[src/rtl/qmul_pkg.sv]
// Shared constants, saturation bounds and the S1 request record for the
// time-shared Q(I.F) multiplier.
package qmul_pkg;

    localparam int I_DEF   = 16;
    localparam int F_DEF   = 16;
    localparam int N_DEF   = 4;
    localparam int W_DEF   = I_DEF + F_DEF;
    localparam int IDW_DEF = $clog2(N_DEF);

    // Bounds are returned wide so callers can compare at full product width.
    function automatic logic signed [127:0] q_max(input int i, input int f);
        return (128'sd1 <<< (i + f - 1)) - 128'sd1;
    endfunction

    function automatic logic signed [127:0] q_min(input int i, input int f);
        return -(128'sd1 <<< (i + f - 1));
    endfunction

    // Field widths follow the package defaults for I, F and N.
    typedef struct packed {
        logic signed [W_DEF-1:0] a;
        logic signed [W_DEF-1:0] b;
        logic [IDW_DEF-1:0]      id;
    } s1_req_t;

endpackage

[src/rtl/qmul_sat.sv]
// Combinational Q(I.F) multiply: full-width product, floor shift by F, and
// clamp to the representable range with a saturation flag.
module qmul_sat
    import qmul_pkg::*;
#(
    parameter int  I = I_DEF,
    parameter int  F = F_DEF,
    localparam int W = I + F
) (
    input  logic signed [W-1:0] a_i,
    input  logic signed [W-1:0] b_i,
    output logic signed [W-1:0] product_o,
    output logic                sat_o
);

    localparam int W2 = 2 * W;
    localparam logic signed [W2-1:0] MAX_X = W2'(q_max(I, F));
    localparam logic signed [W2-1:0] MIN_X = W2'(q_min(I, F));

    logic signed [W2-1:0] full;
    logic signed [W2-1:0] shifted;

    assign full    = a_i * b_i;
    assign shifted = full >>> F;

    always_comb begin
        product_o = shifted[W-1:0];
        sat_o     = 1'b0;
        if (shifted > MAX_X) begin
            product_o = MAX_X[W-1:0];
            sat_o     = 1'b1;
        end else if (shifted < MIN_X) begin
            product_o = MIN_X[W-1:0];
            sat_o     = 1'b1;
        end
    end

endmodule

[src/rtl/qmul_arbiter.sv]
// Round-robin arbiter feeding one shared saturating multiplier through a
// two-stage elastic pipeline (S1 operands, S2 result).
module qmul_arbiter
    import qmul_pkg::*;
#(
    parameter int  I   = I_DEF,
    parameter int  F   = F_DEF,
    parameter int  N   = N_DEF,
    localparam int W   = I + F,
    localparam int IDW = $clog2(N)
) (
    input  logic                clk_i,
    input  logic                rst_ni,
    input  logic [N-1:0]        req_valid_i,
    input  logic [N-1:0][W-1:0] req_a_i,
    input  logic [N-1:0][W-1:0] req_b_i,
    output logic [N-1:0]        req_ready_o,
    output logic                rsp_valid_o,
    input  logic                rsp_ready_i,
    output logic [IDW-1:0]      rsp_id_o,
    output logic [W-1:0]        rsp_product_o,
    output logic                rsp_sat_o
);

    logic [IDW-1:0] ptr_q, ptr_d;
    logic           s1_valid_q, s1_valid_d;
    s1_req_t        s1_q, s1_d;
    logic           s2_valid_q, s2_valid_d;
    logic [W-1:0]   s2_prod_q, s2_prod_d;
    logic           s2_sat_q, s2_sat_d;
    logic [IDW-1:0] s2_id_q, s2_id_d;

    logic           grant_valid;
    logic [IDW-1:0] grant_id;
    logic           s1_adv, s2_adv, xfer;
    logic [W-1:0]   mul_prod;
    logic           mul_sat;

    assign s2_adv = !s2_valid_q || rsp_ready_i;
    assign s1_adv = !s1_valid_q || s2_adv;
    assign xfer   = rst_ni && grant_valid && s1_adv;

    // Walk offsets from the far end so the requester closest to ptr wins.
    always_comb begin
        grant_valid = 1'b0;
        grant_id    = '0;
        for (int off = N - 1; off >= 0; off--) begin
            if (req_valid_i[(int'(ptr_q) + off) % N]) begin
                grant_valid = 1'b1;
                grant_id    = IDW'((int'(ptr_q) + off) % N);
            end
        end
    end

    always_comb begin
        req_ready_o = '0;
        if (xfer) begin
            req_ready_o[grant_id] = 1'b1;
        end
    end

    always_comb begin
        ptr_d      = ptr_q;
        s1_valid_d = s1_valid_q;
        s1_d       = s1_q;
        s2_valid_d = s2_valid_q;
        s2_prod_d  = s2_prod_q;
        s2_sat_d   = s2_sat_q;
        s2_id_d    = s2_id_q;
        if (xfer) begin
            ptr_d  = (grant_id == IDW'(N - 1)) ? '0 : grant_id + 1'b1;
            s1_d.a = req_a_i[grant_id];
            s1_d.b = req_b_i[grant_id];
            s1_d.id = grant_id;
        end
        if (s1_adv) begin
            s1_valid_d = xfer;
        end
        if (s2_adv) begin
            s2_valid_d = s1_valid_q;
            if (s1_valid_q) begin
                s2_prod_d = mul_prod;
                s2_sat_d  = mul_sat;
                s2_id_d   = s1_q.id;
            end
        end
    end

    qmul_sat #(
        .I (I),
        .F (F)
    ) u_sat (
        .a_i       (s1_q.a),
        .b_i       (s1_q.b),
        .product_o (mul_prod),
        .sat_o     (mul_sat)
    );

    always_ff @(posedge clk_i or negedge rst_ni) begin
        if (!rst_ni) begin
            ptr_q      <= '0;
            s1_valid_q <= 1'b0;
            s1_q       <= '0;
            s2_valid_q <= 1'b0;
            s2_prod_q  <= '0;
            s2_sat_q   <= 1'b0;
            s2_id_q    <= '0;
        end else begin
            ptr_q      <= ptr_d;
            s1_valid_q <= s1_valid_d;
            s1_q       <= s1_d;
            s2_valid_q <= s2_valid_d;
            s2_prod_q  <= s2_prod_d;
            s2_sat_q   <= s2_sat_d;
            s2_id_q    <= s2_id_d;
        end
    end

    assign rsp_valid_o   = s2_valid_q;
    assign rsp_id_o      = s2_id_q;
    assign rsp_product_o = s2_prod_q;
    assign rsp_sat_o     = s2_sat_q;

endmodule
[config.mk]
export PLATFORM = sky130hd
export DESIGN_NAME = qmul_arbiter
export DESIGN_NICKNAME = d
export VERILOG_FILES = /design/src/rtl/qmul_pkg.sv /design/src/rtl/qmul_sat.sv /design/src/rtl/qmul_arbiter.sv
export SDC_FILE = /design/constraint.sdc
export NUM_CORES = 2
export LEC_CHECK = 0
export ABC_AREA = 1
export BUFFER_PORTS_ARGS = -buffer_cell sky130_fd_sc_hd__buf_2
export CORE_MARGIN = 8
export CORE_UTILIZATION = 25
export DETAILED_ROUTE_END_ITERATION = 7
export GPL_TIMING_DRIVEN = 0
export PLACE_DENSITY_LB_ADDON = 0.15
export SLEW_MARGIN = 30
export SYNTH_ARGS = -nofsm -noshare
export SYNTH_HDL_FRONTEND = slang
export SYNTH_HIERARCHICAL = 1
export SYNTH_SLANG_ARGS = --single-unit
[constraint.sdc]
create_clock -name clk_i -period 12.48 [get_ports clk_i]
set_input_delay 1.248 -clock clk_i [delete_from_list [all_inputs] [get_ports clk_i]]
set_output_delay 1.248 -clock clk_i [all_outputs]
set_load 0.02 [all_outputs]
# Word-level counts from Yosys, hierarchy flattened
# Cells that the tools add are included.
[totals]
memories = 0
romBits = 0
latchBits = 0
in_bits = 263
reg_bits = 105
wordCells = 68
ram_bits = 0
out_inout_bits = 40
[op_classes]
n_mul = 1
reduce_logical = 11
magnitude_cmp = 8
bitwise_logic = 3
div = 0
n_shift = 0
n_eq_ne = 1
n_mux = 31
add_sub_neg = 4
[ops]
columns = ["op", "n"]
rows = [
  ["32-bit binary-select mux with 2-bit select", 2],
  ["32-bit 2-to-1 mux", 4],
  ["32-bit by 32-bit multiplier with 64-bit output", 1],
  ["48-bit by 32-bit greater-than comparator with 1-bit output, second input constant", 1],
  ["48-bit by 32-bit less-than comparator with 1-bit output, second input constant", 1],
  ["1-bit 2-to-1 mux", 14],
  ["3-bit by 4-bit less-than comparator with 1-bit output, second input constant", 3],
  ["2-bit 2-to-1 mux", 5],
  ["1-bit binary-select mux with 2-bit select", 4],
  ["2-bit by 3-bit less-than comparator with 1-bit output, second input constant", 2],
  ["2-bit OR reduction", 3],
  ["2-bit by 1-bit adder with 2-bit output, second input constant", 2],
  ["2-bit adder, second input constant", 2],
  ["4-bit 2-to-1 mux", 1],
  ["1-bit bitwise AND, first input constant", 3],
  ["1-bit logical AND", 3],
  ["1-bit demux with 2-bit select", 1],
  ["2-bit == test, second input constant", 1],
  ["2-bit by 1-bit greater-or-equal comparator with 1-bit output, second input constant", 1],
  ["1-bit logical NOT", 2],
  ["1-bit logical OR", 2],
  ["2-bit AND reduction", 1],
]

# Depth between registers and ports, before layout
[depth]
depth_word = 15
depth_mapped = 39
ltp_nobuf = 37

# By module
# Netlist, hierarchy kept.
[modules_own_cells]
columns = ["module", "area_each_um2", "seq_area_each_um2", "cells_each", "n_inst"]
rows = [
  ["qmul_sat", 38443.1, 0.0, 4947, 1],
  ["qmul_arbiter", 7541.0, 2627.5, 1192, 1],
]

# Worst setup path after synthesis
# No wires, ideal clock.
[synth_timing]
path_type = "register -> register"
startpoint = "register s1_q[65] (netlist bit)"
endpoint = "register s2_prod_q[2], in the netlist rsp_product_o[2]"
n_path_buf = 2
synth_period_minus_slack_ps = 8002
slack_ps = 4478
required_time_ps = 12355
path_stages_with_launch = 33
arrival_time_ps = 7877
setup_ps = 125
path_cell_list = "dfrtp_1 clkbuf_1 nand2_1 inv_1 fa_1 fa_1 fa_1 inv_1 fa_1 inv_1 fa_1 fa_1 inv_1 fa_1 inv_1 fa_1 ha_1 nand2_1 nor2_2 inv_1 nor3_1 nor3b_1 nand2_1 nand2_1 nand2_1 nand2_1 inv_1 nor2_1 nand4_1 nand2_2 buf_6 nand2_1 mux2_2"
[synth_between]
elab_chain_cells = 4
word_cells_on_any_way = 5
classes_between = "mul: 1; order compare: 2; mux: 2"
[synth_lines]
columns = ["element", "line_no", "source"]
rows = [
  ["from (decl)", "qmul_arbiter.sv:27", "s1_req_t s1_q, s1_d;"],
  ["from (signal assigned)", "qmul_arbiter.sv:103", "s1_q <= '0;"],
  ["from (signal assigned)", "qmul_arbiter.sv:111", "s1_q <= s1_d;"],
  ["32-bit by 32-bit multiplier with 64-bit output (*)", "qmul_sat.sv:23", "assign full = a_i * b_i;"],
  ["48-bit by 32-bit less-than comparator with 1-bit output", "qmul_sat.sv:32", "end else if (shifted < MIN_X) begin"],
  ["32-bit 2-to-1 mux", "qmul_sat.sv:32", ""],
  ["32-bit 2-to-1 mux (*)", "qmul_sat.sv:29", "if (shifted > MAX_X) begin"],
  ["via mul_prod[2]", "qmul_arbiter.sv:36", "logic [W-1:0] mul_prod;"],
  ["to (signal assigned)", "qmul_arbiter.sv:113", "s2_prod_q <= s2_prod_d;"],
  ["to (decl)", "qmul_arbiter.sv:29", "logic [W-1:0] s2_prod_q, s2_prod_d;"],
]
# Mark *: on every way through the listed nets, which the timed path passes. The rest lies on a longest branch.
# A chain may end at the register's enable or synchronous reset.

# Worst setup path after layout
[layout_timing]
startpoint = "register s1_q[11] (netlist bit)"
endpoint = "register s2_prod_q[24], in the netlist rsp_product_o[24]"
# The elaborated chain is that of the path after synthesis.

==> flow_summary.ini <==
[outcome]
status = complete, no violations

[critical_path]
crit_top_cell = fa_1
start_kind = register
slowest_delay_ps = 1040
crit_arrival_ps = 10420
worstSetupEndpointType = register
crit_slowest_cell = fa_1
criticalPathCategory = reg -> reg
worstPathRequired_ps = 12770
crit_fanout = 11

[die]
die_area_sq_um = 198000
num_io_pins = 303
die_w_um = 445
fp.dieH_um = 445
start_util = 0.251
row_count = 157
core-area_sq_um = 183000

[final_layout]
drive_above_1_share = 0.0857
area_growth_pct = 11.2
mostFrequentLayoutCells = nand2_1, inv_1, fa_1
nets = 7981
final_common_cell = nand2_1

[synth]
synth_area_per_cell_sq_um = 7.49
ys_types = 45
syn-instance-count = 6139
synth_nets = 7663
netlist_area_sq_um = 46000
yosysWarnings = 6
ys_ff_latch = 105
yosysSeqAreaShare = 0.0571

[grt]
antenna_found_initial = 17
grt_pass1_wl_um = 297000
grt_max_degree = 74
grt_overflow_total = 0
grt_usage = 0.207
grt_pass1_vias = 43020

[clock_tree]
cts_tree = yes
cts_made_buffers = 9
cts_buffer_depth = 2
htree_levels = 3
root_buffer = clkbuf_16
cts_resized = 0
post_cts_buffers = 0
cts_hold_buf = 0
clk_pin_slew_ps = 100
clk_latency_ps = 440
cts_sinks = 105

[timing]
drv_slew = 0
fin_crit_ps = 10130
rsz0062_at_grt = false
fin_tns_setup_ps = 0
fmax_mhz = 98.7
slew_headroom = 0.269
clock_skew_ps = 37.9
setup_viol = 0
period_share = 0.812
hold_viol_final = 0
worst_slew_pin_slew_ps = 1100

[detailed_routing]
wl_um = 203000
ant_nets = 0
viasPerCell = 4.41
drc = 0
dr.pass1.iters = 5
routedWlPerCell_um = 22.7
vias = 39437
drt-initial-drc-count = 2940

[run]
max_cap_viol_count = 0

[place]
gp_congestion = 0.962
dpl.hpwl_um = 176000
io_buffers = 302

[hold_path]
worstHoldPathType = reg -> reg
[cell type report]
class / count / area [sq um]
Fill cell: 20506 / 132000
Multi-Input combinational cell: 3862 / 35000
Inverter: 1900 / 7130
Tap cell: 2464 / 3080
Sequential cell: 105 / 2630
Timing Repair Buffer: 307 / 1620
Buffer: 272 / 1350
Clock buffer: 9 / 225
Clock inverter: 7 / 91.3
Antenna cell: 7 / 17.5
[registers in the layout, summed over array words and instances, names as in the netlist]
signal         cells
rsp_valid_o        1
s1_q              66
rsp_id_o           2
rsp_product_o     32
rsp_sat_o          1
ptr_q              2
s1_valid_q         1
[critical path, delay by kind of cell (launching register included)]
family,cells,cell delay (ps)
adder cells (fa/ha/maj),9,5450
buffers and inverters,7,1410
flip-flops,1,710
multiplexers,1,250
AND/OR/NAND/NOR,14,2150
[path summary, 6_finish.rpt]
check                                   from           endpoint  slack [ps]  cells after the start
hold / removal             rsp_product_o[24]  rsp_product_o[24]         500                      1
max in group asynchronous             rst_ni            s1_q[9]       10990                      2
setup / recovery                    s1_q[11]  rsp_product_o[24]        2350                     31
min in group asynchronous             rst_ni  rsp_product_o[14]         670                      1
hold reg to reg            rsp_product_o[24]  rsp_product_o[24]         500                      1
setup reg to reg                    s1_q[11]  rsp_product_o[24]        2350                     31
[synth_stat cells]
cell type | instances | area [sq um]
nand2_1 | 1896 | 7120
inv_1 | 1889 | 7090
fa_1 | 1081 | 21600
nand3_1 | 297 | 1490
clkbuf_1 | 205 | 769
ha_1 | 180 | 2250
nor2_1 | 123 | 462
dfrtp_1 | 105 | 2630
a21oi_1 | 74 | 370
mux2_2 | 33 | 372
buf_2 | 32 | 160
o21ai_0 | 31 | 155
xor2_1 | 26 | 228
xnor2_1 | 22 | 193
buf_6 | 19 | 214
buf_4 | 15 | 113
nor2_2 | 15 | 93.8
nand2_2 | 11 | 68.8
inv_2 | 10 | 37.5
nor3_1 | 10 | 50.1
nand4_1 | 9 | 56.3
o21bai_1 | 9 | 67.6
or2_2 | 9 | 56.3
and2_1 | 5 | 31.3
and3_1 | 5 | 31.3
a31oi_1 | 3 | 18.8
nand3b_1 | 3 | 22.5
a21o_1 | 2 | 15.0
nand2_4 | 2 | 22.5
nor2_4 | 2 | 22.5
nor4_1 | 2 | 12.5
a21boi_0 | 1 | 7.51
a221o_1 | 1 | 10.0
a31oi_2 | 1 | 12.5
buf_1 | 1 | 3.75
inv_4 | 1 | 6.26
nand3_2 | 1 | 10.0
nor3_2 | 1 | 10.0
nor3b_1 | 1 | 7.51
nor4_2 | 1 | 12.5
o211ai_1 | 1 | 7.51
o21a_1 | 1 | 7.51
o21ai_1 | 1 | 5.00
o21bai_2 | 1 | 11.3
xnor2_2 | 1 | 16.3
[per-stage QoR]
stage	cell area [sq um]	hold WS, ps	setup slack, ps	utilization	cells
after floorplan	46000	457	4480	-	6139
after global placement	50600	469	1850	0.277	8905
after detailed placement	50800	478	2040	0.278	8909
after CTS	51100	501	1960	0.279	8925
after global routing	51100	520	1720	0.280	8930
final	51100	503	2350	0.280	8933
[logic make-up after synthesis]
family,Yosys count,share of synthesized area
multiplexers,33,0.00808
AND/OR/NAND/NOR,2393,0.208
buffers and inverters,2172,0.183
XOR/XNOR,49,0.00950
AO/OA/AOI/OAI,126,0.0150
adder cells (fa/ha/maj),1261,0.520
flip-flops,105,0.0571
[per-layer routing]
| metal | track usage | share of wire | up-vias |
|---|---|---|---|
| li1 | - | - | 17676 |
| met5 | 0 | 0.000034 | - |
| met2 | 0.364 | 0.49 | 1123 |
| met4 | 0.0739 | 0.043 | 2 |
| met1 | 0.261 | 0.41 | 20389 |
| met3 | 0.0246 | 0.054 | 247 |
Power is not shown: default switching activity piles up to over one toggle a cycle in this logic, so the estimate is an artifact.
